[src/rtl/peripheral_dbg_soc_mam_ahb3_arbiter.sv]
// ---------------------------------------------------------------------------
// peripheral_dbg_soc_mam_ahb3_arbiter
//
// Two-master AHB3 arbiter that places the debug memory access module (MAM)
// and the CPU in front of a single memory slave. The MAM has fixed priority.
// The CPU is protected by a hold counter: it may keep ownership for at most
// CPU_HOLD_MAX cycles while the MAM waits.
//
// Address-phase signals go combinationally from the current owner. Data-phase
// signals (hwdata out; hrdata/hready/hresp back) follow a registered
// data-phase owner, so a handover never tears a transfer that is in flight.
// Master index 0 is the CPU and index 1 is the MAM in the per-master vectors.
// ---------------------------------------------------------------------------
module peripheral_dbg_soc_mam_ahb3_arbiter #(
    parameter int PLEN         = 32,
    parameter int XLEN         = 32,
    parameter int CPU_HOLD_MAX = 16
) (
    input  logic              clk_i,
    input  logic              rst_ni,

    // CPU master
    input  logic              cpu_hsel_i,
    input  logic [PLEN-1:0]   cpu_haddr_i,
    input  logic [XLEN-1:0]   cpu_hwdata_i,
    input  logic              cpu_hwrite_i,
    input  logic [2:0]        cpu_hsize_i,
    input  logic [2:0]        cpu_hburst_i,
    input  logic [XLEN/8-1:0] cpu_hprot_i,
    input  logic [1:0]        cpu_htrans_i,
    input  logic              cpu_hmastlock_i,
    output logic [XLEN-1:0]   cpu_hrdata_o,
    output logic              cpu_hready_o,
    output logic              cpu_hresp_o,

    // MAM master
    input  logic              mam_hsel_i,
    input  logic [PLEN-1:0]   mam_haddr_i,
    input  logic [XLEN-1:0]   mam_hwdata_i,
    input  logic              mam_hwrite_i,
    input  logic [2:0]        mam_hsize_i,
    input  logic [2:0]        mam_hburst_i,
    input  logic [XLEN/8-1:0] mam_hprot_i,
    input  logic [1:0]        mam_htrans_i,
    input  logic              mam_hmastlock_i,
    output logic [XLEN-1:0]   mam_hrdata_o,
    output logic              mam_hready_o,
    output logic              mam_hresp_o,

    // Memory slave
    output logic              mem_hsel_o,
    output logic [PLEN-1:0]   mem_haddr_o,
    output logic [XLEN-1:0]   mem_hwdata_o,
    output logic              mem_hwrite_o,
    output logic [2:0]        mem_hsize_o,
    output logic [2:0]        mem_hburst_o,
    output logic [XLEN/8-1:0] mem_hprot_o,
    output logic [1:0]        mem_htrans_o,
    output logic              mem_hmastlock_o,
    input  logic [XLEN-1:0]   mem_hrdata_i,
    input  logic              mem_hready_i,
    input  logic              mem_hresp_i,

    // Current address-phase owner
    output logic              grant_cpu_o,
    output logic              grant_mam_o
);

    localparam int SW = XLEN / 8;

    // Address-phase ownership states
    localparam logic [1:0] ST_IDLE = 2'd0;
    localparam logic [1:0] ST_MAM  = 2'd1;
    localparam logic [1:0] ST_CPU  = 2'd2;

    // Data-phase owner encoding
    localparam logic [1:0] DP_NONE = 2'd0;
    localparam logic [1:0] DP_CPU  = 2'd1;
    localparam logic [1:0] DP_MAM  = 2'd2;

    // AHB transfer types
    localparam logic [1:0] HTRANS_IDLE = 2'b00;
    localparam logic [1:0] HTRANS_BUSY = 2'b01;
    localparam logic [1:0] HTRANS_SEQ  = 2'b11;

    localparam logic [7:0] HOLD_MAX = 8'(CPU_HOLD_MAX);

    logic [1:0] state_reg, state_next;
    logic [1:0] dphase_reg, dphase_next;
    logic [7:0] hold_cnt_reg, hold_cnt_next;

    logic       cpu_req;
    logic       mam_req;
    logic       own_lock;
    logic [1:0] own_trans;
    logic       boundary;
    logic       hold_at_max;

    // Per-master views (index 0 = CPU, 1 = MAM)
    logic [1:0]      req_vec;
    logic [1:0]      aowner_vec;
    logic [1:0]      downer_vec;
    logic [1:0]      hready_vec;
    logic [1:0]      hresp_vec;
    logic [XLEN-1:0] hrdata_arr [2];

    // A master requests when selected with a NONSEQ or SEQ transfer
    assign cpu_req = cpu_hsel_i & cpu_htrans_i[1];
    assign mam_req = mam_hsel_i & mam_htrans_i[1];

    assign hold_at_max = (hold_cnt_reg >= HOLD_MAX);

    // Lock and transfer type of the current owner, used for boundary detection
    always_comb begin
        own_lock  = 1'b0;
        own_trans = HTRANS_IDLE;
        case (state_reg)
            ST_CPU: begin
                own_lock  = cpu_hmastlock_i;
                own_trans = cpu_htrans_i;
            end
            ST_MAM: begin
                own_lock  = mam_hmastlock_i;
                own_trans = mam_htrans_i;
            end
            default: ;
        endcase
    end

    // Ownership may only move between bursts and outside locked sequences
    assign boundary = mem_hready_i & ~own_lock &
                      (own_trans != HTRANS_SEQ) & (own_trans != HTRANS_BUSY);

    // Ownership transitions; the MAM wins ties, the CPU is pre-empted once its hold budget is spent
    always_comb begin
        state_next = state_reg;
        case (state_reg)
            ST_IDLE: begin
                if (mem_hready_i) begin
                    if (mam_req)
                        state_next = ST_MAM;
                    else if (cpu_req)
                        state_next = ST_CPU;
                end
            end
            ST_MAM: begin
                if (boundary && !mam_req) begin
                    if (cpu_req)
                        state_next = ST_CPU;
                    else
                        state_next = ST_IDLE;
                end
            end
            ST_CPU: begin
                if (boundary) begin
                    if (mam_req && (!cpu_req || hold_at_max))
                        state_next = ST_MAM;
                    else if (!mam_req && !cpu_req)
                        state_next = ST_IDLE;
                end
            end
            default: state_next = ST_IDLE;
        endcase
    end

    // Hold counter: counts CPU-owned cycles during which the MAM is kept waiting
    always_comb begin
        hold_cnt_next = hold_cnt_reg;
        if (state_next == ST_CPU && state_reg != ST_CPU)
            hold_cnt_next = 8'd0;
        else if (!mam_req)
            hold_cnt_next = 8'd0;
        else if (state_reg == ST_CPU && !hold_at_max)
            hold_cnt_next = hold_cnt_reg + 8'd1;
    end

    // Data-phase owner: whoever had a transfer accepted in this address phase
    always_comb begin
        dphase_next = dphase_reg;
        if (mem_hready_i) begin
            if (state_reg == ST_CPU && cpu_req)
                dphase_next = DP_CPU;
            else if (state_reg == ST_MAM && mam_req)
                dphase_next = DP_MAM;
            else
                dphase_next = DP_NONE;
        end
    end

    // State registers; reset abandons any transfer in flight
    always_ff @(posedge clk_i or negedge rst_ni) begin
        if (!rst_ni) begin
            state_reg    <= ST_IDLE;
            dphase_reg   <= DP_NONE;
            hold_cnt_reg <= 8'd0;
        end else begin
            state_reg    <= state_next;
            dphase_reg   <= dphase_next;
            hold_cnt_reg <= hold_cnt_next;
        end
    end

    assign grant_cpu_o = (state_reg == ST_CPU);
    assign grant_mam_o = (state_reg == ST_MAM);

    // Address-phase mux from the owner; nothing is presented while idle
    always_comb begin
        mem_hsel_o      = 1'b0;
        mem_haddr_o     = '0;
        mem_hwrite_o    = 1'b0;
        mem_hsize_o     = 3'b000;
        mem_hburst_o    = 3'b000;
        mem_hprot_o     = '0;
        mem_htrans_o    = HTRANS_IDLE;
        mem_hmastlock_o = 1'b0;
        case (state_reg)
            ST_CPU: begin
                mem_hsel_o      = cpu_hsel_i;
                mem_haddr_o     = cpu_haddr_i;
                mem_hwrite_o    = cpu_hwrite_i;
                mem_hsize_o     = cpu_hsize_i;
                mem_hburst_o    = cpu_hburst_i;
                mem_hprot_o     = cpu_hprot_i;
                mem_htrans_o    = cpu_htrans_i;
                mem_hmastlock_o = cpu_hmastlock_i;
            end
            ST_MAM: begin
                mem_hsel_o      = mam_hsel_i;
                mem_haddr_o     = mam_haddr_i;
                mem_hwrite_o    = mam_hwrite_i;
                mem_hsize_o     = mam_hsize_i;
                mem_hburst_o    = mam_hburst_i;
                mem_hprot_o     = mam_hprot_i;
                mem_htrans_o    = mam_htrans_i;
                mem_hmastlock_o = mam_hmastlock_i;
            end
            default: ;
        endcase
    end

    // Write data follows the data-phase owner, not the address-phase owner
    always_comb begin
        mem_hwdata_o = '0;
        case (dphase_reg)
            DP_CPU:  mem_hwdata_o = cpu_hwdata_i;
            DP_MAM:  mem_hwdata_o = mam_hwdata_i;
            default: ;
        endcase
    end

    assign req_vec    = {mam_req, cpu_req};
    assign aowner_vec = {state_reg == ST_MAM, state_reg == ST_CPU};
    assign downer_vec = {dphase_reg == DP_MAM, dphase_reg == DP_CPU};

    // Response routing per master: owners see the slave, waiting requesters are stalled
    generate
        for (genvar gi = 0; gi < 2; gi++) begin : g_resp
            assign hready_vec[gi] = !rst_ni ? 1'b1 :
                                    (downer_vec[gi] | aowner_vec[gi]) ? mem_hready_i :
                                    ~req_vec[gi];
            assign hresp_vec[gi]  = downer_vec[gi] & mem_hresp_i;
            assign hrdata_arr[gi] = downer_vec[gi] ? mem_hrdata_i : '0;
        end
    endgenerate

    assign cpu_hready_o = hready_vec[0];
    assign cpu_hresp_o  = hresp_vec[0];
    assign cpu_hrdata_o = hrdata_arr[0];
    assign mam_hready_o = hready_vec[1];
    assign mam_hresp_o  = hresp_vec[1];
    assign mam_hrdata_o = hrdata_arr[1];

endmodule

[config.mk]
export PLATFORM = sky130hd
export DESIGN_NAME = peripheral_dbg_soc_mam_ahb3_arbiter
export DESIGN_NICKNAME = d
export VERILOG_FILES = /design/src/rtl/peripheral_dbg_soc_mam_ahb3_arbiter.sv
export SDC_FILE = /design/constraint.sdc
export NUM_CORES = 1
export LEC_CHECK = 0
export ABC_CLOCK_PERIOD_IN_PS = 2600
export CORE_AREA = 8 8 128 130
export DETAILED_ROUTE_END_ITERATION = 10
export DIE_AREA = 0 0 136 138
export SLEW_MARGIN = 30
export SYNTH_ARGS = -nofsm -noshare
export SYNTH_HDL_FRONTEND = slang
export SYNTH_SLANG_ARGS = --single-unit
[constraint.sdc]
create_clock -name clk_i -period 2.6 [get_ports clk_i]
set_clock_uncertainty 0.05 [all_clocks]
set_input_delay 0.52 -clock clk_i [delete_from_list [all_inputs] [get_ports clk_i]]
set_output_delay 0.52 -clock clk_i [all_outputs]
set_load 0.1 [all_outputs]
==> results.cfg, run 1 <==
[placed_design]
place.gp.congestion = 0.892
hpwlAfterDp_mm = 14.8
dp.cells = 839
port_buffers = 342

[finish]
largest_register_ffs = 8
synthToLayoutAreaGrowth_pct = 243
finish.cell_count_without_fillers = 844
numnets_final = 863
n_antenna_cell = 0
seqCellArea_sq_um = 302
layout-drive-gt1-share_pct = 37.4
n_fill_cell = 1197
multi_input_comb_area_sq_um = 2370

[synth]
netlist-cell-type-count = 33
post_synth_main_area_contributors = a22oi_1 (25%), and2_1 (19%), dfrtp_1 (13%), nor2b_1 (12%), nor2_1 (5.4%)
postSynthAreaPerCell_sq_um = 6.90
yosys.area.top_type_share_pct = 24.6
synth-warning-count = 0
syn-cell-area_sq_um = 2350
yosysTopAreaCell = a22oi_1
syn-instance-count = 341
postSynthNetCount = 543
yosysSeqAreaShare_pct = 12.8
yosys_register_bits = 12

[critical_path]
path_max_fanout = 26
critPathKind = register to output port
path_cells = inv_2 -> ha_4 -> buf_12 -> buf_4 -> o311ai_4 -> buf_12
cp-start-kind = register
timing.critical_path.to_type = output port
critical_path_buf_inv_count = 4
worst_ep_required_time_ns = 2.03
cp.arrival_ns = 1.93
path_common_cell = buf_12
cpMaxStageDelayCell = dfrtp_2
crit_family = buffers and inverters
critical_path.max_stage_delay_ns = 0.43

[drt]
routed_wire_length_per_instance_microns = 20.7
route.detailed.drc = 0
routed_via_density = 4.62
post_route_wl_mm = 17.4
num_vias = 3901
firstDrtPassIters = 5
first_iter_violations = 132
antenna_violating_nets_post_route = 0

[floorplan]
die_h_microns = 138
start_util_pct = 16.4
io_pins = 343
die_width_microns = 136
placement_rows = 44
core_region_area_sq_um = 14300
die-area_sq_um = 18800

[cts]
clock_tree_root_buffer_cell = clkbuf_16
cts_tree = done
cts.reportedPaths.clkPinSlew_ns = 0.04
cts_buffer_depth = 2
cts_sinks = 12
cts.hold.buffers_added = 0
worst_skew_pair.late_latency_ns = 0.24
cts.htree.levels = 1
tritoncts.num_buffers = 3

[grt]
number_of_global_route_vias_before_repair = 4128
grt-ovfl-total = 0
antenna_found_initial = 0
groute.usage.overall_pct = 17.2
global_route_wire_length_before_repair_mm = 25.6
grt_start_max_net_pins = 67

[power_and_ir_drop]
p_leak_nw = 2.93
pwr_density_cell_nw_per_um2 = 712
peakVddDrop_uv = 452

[timing]
finalHoldWorstSlack_ns = 0.482
grt_setup_unrepaired = false
report.final.slew_viol_count = 0
final_clock_period_utilization_by_the_worst_path_pct = 96.3
worst-slew-pin-transition_ns = 0.498
period_minus_slack_ns = 2.50
relative_slew_slack_pct = 66.5
finalHoldViolations = 0
max_freq_ghz = 0.400
setup-violations-final = 0

[run]
maxCapViolations = 0

[status]
run_status = finished, final reports clean

[hold_path]
hold_class = register to register
==> area by class of cell <==
type                    instances  share of cell area, %
clock buffers                   4                   1.10
inverters                       6                  0.279
multi-input cells             287                   29.4
flip-flops and latches         12                   3.74
well taps                     184                   2.85
repair buffers                351                   62.7
==> metrics by stage <==
stage	setup TNS (ns)	setup slack, ns	utilization [%]	power (mW)	instance area, sq um
after CTS	0	0.000458	56.1	5.73	8040
after global routing	0	0.00594	56.4	5.95	8070
after detailed placement	0	0.132	55.5	5.40	7950
after floorplan	-1.72	-0.225	-	3.62	2850
after global placement	0	0.163	55.5	5.36	7950
final	0	0.0975	56.4	5.74	8070
==> per-layer routing <==
metal | wire (microns) | track usage, %
met3 | 2120 | 7.14
met2 | 9620 | 34.1
met5 | 0 | 0
met4 | 107 | 1.91
met1 | 5590 | 16.1
==> path summary, 6_finish.rpt <==
path                                 start              end  slack [ns]  depth (start not counted)
max in group asynchronous           rst_ni  hold_cnt_reg[3]        1.52                          2
hold / removal             hold_cnt_reg[7]  hold_cnt_reg[7]        0.48                          1
hold reg to reg            hold_cnt_reg[7]  hold_cnt_reg[7]        0.48                          1
min in group asynchronous           rst_ni     state_reg[0]        0.52                          1
setup / recovery              state_reg[1]     mam_hready_o         0.1                          6
setup reg to reg              state_reg[0]  hold_cnt_reg[6]        0.15                          7
==> repair_timing <==
action	in CTS	in global routing
gates resized for setup	0	3
buffers inserted	0	1
setup endpoints to repair	0	57
==> cells in the final DEF (no fill, tap or decap), types with 3 or more instances in the layout <==
cell type	synthesis	final
buf_12	0	155
nor2_2	0	25
inv_1	6	5
nor2b_4	0	45
ha_1	8	3
buf_4	0	3
o21ai_0	6	6
nand2_1	7	7
a21boi_1	3	3
clkbuf_16	0	3
a22oi_1	77	77
nor2_1	34	9
a31oi_1	5	5
dfrtp_1	12	11
a21oi_1	7	7
clkdlybuf4s50_1	0	193
ha_4	0	3
and2_1	71	69
==> power breakdown <==
group          internal (mW)  switching (mW)  total (mW)
logic                   2.09            3.10        5.19
registers              0.208          0.0292       0.237
clock network          0.232          0.0793       0.311
==> cell usage after synthesis (all sizes together) <==
master and count:
a22oi 77, and2 72, nor2b 45, nor2 34
clkbuf 33, dfrtp 12, ha 8, a21oi 7
nand2 7, o21ai 7, a31oi 6, inv 6
a21boi 3, buf 3, a22o 2, and3 2
nand3 2, nand4 2, o311ai 2, xor2 2
a31o 1, a41oi 1, nand2b 1, nand4b 1
nor4 1, o211ai 1, o22ai 1, o41ai 1
xnor2 1
==> cell families after synthesis <==
group           Yosys count  synth area share (%)
simple gates            167                  40.0
compound gates          109                  34.8
buf+inv                  42                  7.02
flops                    12                  12.8
fa+ha+maj                 8                  4.25
xor+xnor                  3                  1.12
No activity file was read; power rests on OpenSTA's default activity.
==> inputs of run 2 (changes only) <==
--- a/config.mk
+++ b/config.mk
@@ -5,10 +5,10 @@
 export SDC_FILE = /design/constraint.sdc
 export NUM_CORES = 1
 export LEC_CHECK = 0
-export ABC_CLOCK_PERIOD_IN_PS = 2600
-export CORE_AREA = 8 8 128 130
+export ABC_CLOCK_PERIOD_IN_PS = 3200
+export CORE_AREA = 8 8 127 129
 export DETAILED_ROUTE_END_ITERATION = 10
-export DIE_AREA = 0 0 136 138
+export DIE_AREA = 0 0 135 137
 export SLEW_MARGIN = 30
 export SYNTH_ARGS = -nofsm -noshare
 export SYNTH_HDL_FRONTEND = slang
==> constraint.sdc (replaced) <==
create_clock -name clk_i -period 3.2 [get_ports clk_i]
set_clock_uncertainty 0.05 [all_clocks]
set_input_delay 0.64 -clock clk_i [delete_from_list [all_inputs] [get_ports clk_i]]
set_output_delay 0.64 -clock clk_i [all_outputs]
set_load 0.1 [all_outputs]
==> run 2 against run 1 <==
Effect of this change: non-clock buffer count down 1; global-route usage up 1.1 points; sequential power down 20%; largest power group unchanged.
==> results.cfg, run 2 (synthesis results as in run 1) <==
[finish]
layout-drive-gt1-share_pct = 32.8
synthToLayoutAreaGrowth_pct = 236
final_cell_area_sq_um = 7910
finalCoreUtilization_pct = 55.7
finish.cell_count_without_fillers = 844
most-common-layout-cells = clkdlybuf4s50_1 (193), buf_12 (150), a22oi_1 (77), and2_1 (71), nor2b_4 (45)
largest_register_ffs = 8
most_common_library_cell_in_the_layout_ignoring_fill_and_taps = clkdlybuf4s50_1
numnets_final = 862

[cts]
cts.htree.levels = 1
clock_tree_root_buffer_cell = clkbuf_16
cts.hold.buffers_added = 0
cts_buffer_depth = 2
worst_skew_pair.late_latency_ns = 0.24
cts_sinks = 12
cts_setup_buffers = 0
tritoncts.num_buffers = 3
cts.reportedPaths.clkPinSlew_ns = 0.04
ctsResizeCount = 0
cts_tree = done

[drt]
antenna_violating_nets_post_route = 0
routed_via_density = 4.52
routed_wire_length_per_instance_microns = 21.2
route.detailed.drc = 0
first_iter_violations = 144
firstDrtPassIters = 6
post_route_wl_mm = 17.9
num_vias = 3819

[critical_path]
cp-start-kind = register
r2r_slack_ns = 0.63
timing.critical_path.to_type = output port
setup.worst_path.start = state_reg[0]
worst_ep_required_time_ns = 2.51
critPathKind = register to output port
cp.arrival_ns = 2.25
r2r_start = state_reg[0]
path_max_fanout = 29

[grt]
groute.usage.overall_pct = 18.3
grt_start_max_net_pins = 55
number_of_global_route_vias_before_repair = 4086
antenna_found_initial = 2
grt-ovfl-total = 0
global_route_wire_length_before_repair_mm = 25.6

[timing]
worst-slew-pin-transition_ns = 0.639
post-route-worst-setup-slack_ns = 0.264
totalNegativeSetupSlack_ns = 0
max_freq_ghz = 0.341
finalHoldViolations = 0
setup-violations-final = 0
relative_slew_slack_pct = 57.4
report.final.slew_viol_count = 0
final_clock_period_utilization_by_the_worst_path_pct = 91.7
grt_setup_unrepaired = false
period_minus_slack_ns = 2.94
finalHoldWorstSlack_ns = 0.488

[floorplan]
die-area_sq_um = 18500
start_util_pct = 16.6
core_region_area_sq_um = 14200
die_width_microns = 135
placement_rows = 44
io_pins = 343
die_h_microns = 137

[power_and_ir_drop]
pwr_density_cell_nw_per_um2 = 572
cell_internal_pwr_mw = 1.97
power.share.sequential_pct = 4.2
total_switching_power_mw = 2.56
combinationalPowerShare_pct = 90.2
p_leak_nw = 2.91
share_clk_of_total_power_pct = 5.7
peakVddDrop_uv = 300
p_total_mw = 4.53
swShare_pct = 56.5

[placed_design]
port_buffers = 342
placement.setup.worst_slack_ns = 0.518
dp.cells = 839
hpwlAfterDp_mm = 15.7
place.gp.congestion = 0.831
detailed_place.area_sq_um = 7820

[hold_path]
timing.hold.worst.start = hold_cnt_reg[5]
hold_class = register to register

[run]
maxCapViolations = 0

[status]
run_status = finished, final reports clean
==> run 2: cell count changes in the layout (fill, tap and decap cells not counted), sizes merged <==
| cell | previous run | this run |
|---|---|---|
| buf | 158 | 157 |
| diode | 0 | 1 |
==> run 2: final timing paths <==
kind / to / cells past startpoint
worst max register to register: hold_cnt_reg[4] / 7
max in group asynchronous: hold_cnt_reg[4] / 2
min in group asynchronous: hold_cnt_reg[2] / 2
worst min register to register: hold_cnt_reg[5] / 1
worst max-delay path: mem_haddr_o[26] / 6
worst min-delay path: hold_cnt_reg[5] / 1
==> run 2: area by class of cell <==
type	count	area, sq um
Clock buffer	4	88.8
Tap cell	184	230
Fill cell	1222	6290
Multi-Input combinational cell	287	2280
Sequential cell	12	300
Inverter	6	22.5
Timing Repair Buffer	350	4990
Antenna cell	1	2.50
==> run 2: layer usage <==
layer | up-vias | share of wire, % | routed length (microns) | global-route usage, %
met3 | 10 | 10 | 1790 | 8.33
met1 | 1811 | 33 | 5820 | 17.9
li1 | 1849 | - | - | -
met2 | 147 | 56 | 10000 | 34.7
met4 | 2 | 1.2 | 206 | 3.70
met5 | - | 0.073 | 13 | 0
==> run 2: worst max-delay path, stage by stage (launching register included) <==
cell	delay (ns)
dfrtp_1	0.43
inv_1	0.16
ha_2	0.60
buf_4	0.29
a22oi_1	0.14
nor2b_4	0.18
buf_12	0.18
==> run 2: power groups by stage <==
| stage | Clock (mW) | Sequential [mW] | Combinational [mW] |
|---|---|---|---|
| 2_1_floorplan | 0 | 0.186 | 2.69 |
| 3_5_place_dp | 0 | 0.191 | 4.11 |
| 3_3_place_gp | 0 | 0.190 | 4.07 |
| 5_1_grt | 0.269 | 0.191 | 4.25 |
| 4_1_cts | 0.258 | 0.189 | 4.12 |
| 6_report | 0.256 | 0.189 | 4.08 |
==> inputs of run 3 (changes only) <==
--- a/config.mk
+++ b/config.mk
@@ -9,6 +9,7 @@
 export CORE_AREA = 8 8 127 129
 export DETAILED_ROUTE_END_ITERATION = 10
 export DIE_AREA = 0 0 135 137
+export SETUP_SLACK_MARGIN = 0.2
 export SLEW_MARGIN = 30
 export SYNTH_ARGS = -nofsm -noshare
 export SYNTH_HDL_FRONTEND = slang
==> run 3 against run 2 <==
Effect of this change: worst hold slack worse by 0.0079 ns; register-to-register slack got worse by 0.12 ns; sequential share of layout area is essentially flat; power is 0.29% higher; fmax is 2.5% higher; wire length rose by 4.2%; largest power group unchanged.
==> results.cfg, run 3 (synthesis results as in run 1) <==
[finish]
layout-drive-gt1-share_pct = 32.7
synthToLayoutAreaGrowth_pct = 236
finish.cell_count_without_fillers = 842
most-common-layout-cells = clkdlybuf4s50_1 (193), buf_12 (150), a22oi_1 (77), and2_1 (71), nor2b_4 (45)
largest_register_ffs = 8
numnets_final = 861
n_antenna_cell = 0
final_cell_area_sq_um = 7900
finalCoreUtilization_pct = 55.6
most_common_library_cell_in_the_layout_ignoring_fill_and_taps = clkdlybuf4s50_1

[floorplan]
start_util_pct = 16.6
die_h_microns = 137
placement_rows = 44
die_width_microns = 135
core_region_area_sq_um = 14200
io_pins = 343
die-area_sq_um = 18500

[critical_path]
setup.worst_path.start = dphase_reg[0]
timing.critical_path.to_type = output port
r2r_slack_ns = 0.51
timing.rr.end = hold_cnt_reg[1]
path_max_fanout = 40
r2r_start = state_reg[0]
worst_ep_required_time_ns = 2.51
worstRegToRegCells = 8
cp-start-kind = register
crit_path_end = mam_hrdata_o[20]
cp.arrival_ns = 2.17
critPathKind = register to output port

[grt]
groute.usage.overall_pct = 18.8
global_route_wire_length_before_repair_mm = 26.4
antenna_found_initial = 0
grt_start_max_net_pins = 66
grt-ovfl-total = 0
number_of_global_route_vias_before_repair = 4285

[run]
maxCapViolations = 0

[cts]
ctsResizeCount = 0
cts.reportedPaths.clkPinSlew_ns = 0.04
clock_tree_root_buffer_cell = clkbuf_16
cts_setup_buffers = 0
cts_tree = done
cts.htree.levels = 1
cts_sinks = 12
tritoncts.num_buffers = 3
cts_buffer_depth = 2
worst_skew_pair.late_latency_ns = 0.24
cts.hold.buffers_added = 0

[hold_path]
hold_class = register to register
holdPathStages = 1

[power_and_ir_drop]
p_total_mw = 4.54
pwr_density_cell_nw_per_um2 = 574
peakVddDrop_uv = 375
p_leak_nw = 2.90

[drt]
antenna_violating_nets_post_route = 0
num_vias = 3899
route.detailed.drc = 0
post_route_wl_mm = 18.6
routed_wire_length_per_instance_microns = 22.1
firstDrtPassIters = 4
first_iter_violations = 170
routed_via_density = 4.63

[placed_design]
detailed_place.area_sq_um = 7810
port_buffers = 342
dp.cells = 838
hpwlAfterDp_mm = 16.1
place.gp.congestion = 0.835

[timing]
final_clock_period_utilization_by_the_worst_path_pct = 89.5
grt_setup_unrepaired = false
finalHoldViolations = 0
relative_slew_slack_pct = 44.0
report.final.slew_viol_count = 0
worst-slew-pin-transition_ns = 0.840
setup-violations-final = 0
max_freq_ghz = 0.349
totalNegativeSetupSlack_ns = 0
period_minus_slack_ns = 2.86

[status]
run_status = finished, final reports clean
## run 3: worst min-delay path by stage
stage | startpoint | endpoint | slack (ns)
after detailed placement | hold_cnt_reg[6] | hold_cnt_reg[6] | 0.47
after floorplan | rst_ni | dphase_reg[0] | 0.29
after global placement | hold_cnt_reg[6] | hold_cnt_reg[6] | 0.46
after CTS | hold_cnt_reg[6] | hold_cnt_reg[6] | 0.48
final | hold_cnt_reg[6] | hold_cnt_reg[6] | 0.48
after global routing | hold_cnt_reg[6] | hold_cnt_reg[6] | 0.49
## run 3: worst max-delay path, cell delays in order (launching register included)
cell and delay (ns):
dfrtp_1 0.38, inv_1 0.08, ha_2 0.74, buf_4 0.32, and2_1 0.20, buf_12 0.19
## run 3: cell type report
class                           count  area (sq um)
Tap cell                          184           230
Fill cell                        1226          6300
Sequential cell                    12           300
Clock buffer                        4          88.8
Inverter                            6          22.5
Timing Repair Buffer              349          4980
Multi-Input combinational cell    287          2280
## run 3: layer usage
layer / vias to the layer above / global-route usage, % / wire [microns]
met1: 1853 / 18.3 / 6050
met3: 24 / 8.33 / 1880
li1: 1839 / - / -
met5: - / 0 / 0
met4: 0 / 3.15 / 282
met2: 183 / 36.4 / 10400
## run 3: per-stage QoR
step / setup slack (ns) / hold WS [ns]
final: 0.335 / 0.480
after global routing: 0.235 / 0.494
after CTS: 0.330 / 0.482
after detailed placement: 0.457 / 0.468
after global placement: 0.533 / 0.463
after floorplan: 0.183 / 0.294
## run 3: report_power, final
part,total [mW],switching [mW],leakage (nW),internal [mW]
Combinational,4.09,2.48,2.70,1.61
Sequential,0.189,0.0216,0.165,0.168
Clock,0.256,0.0677,0.0442,0.189
Total,4.54,2.57,2.90,1.97
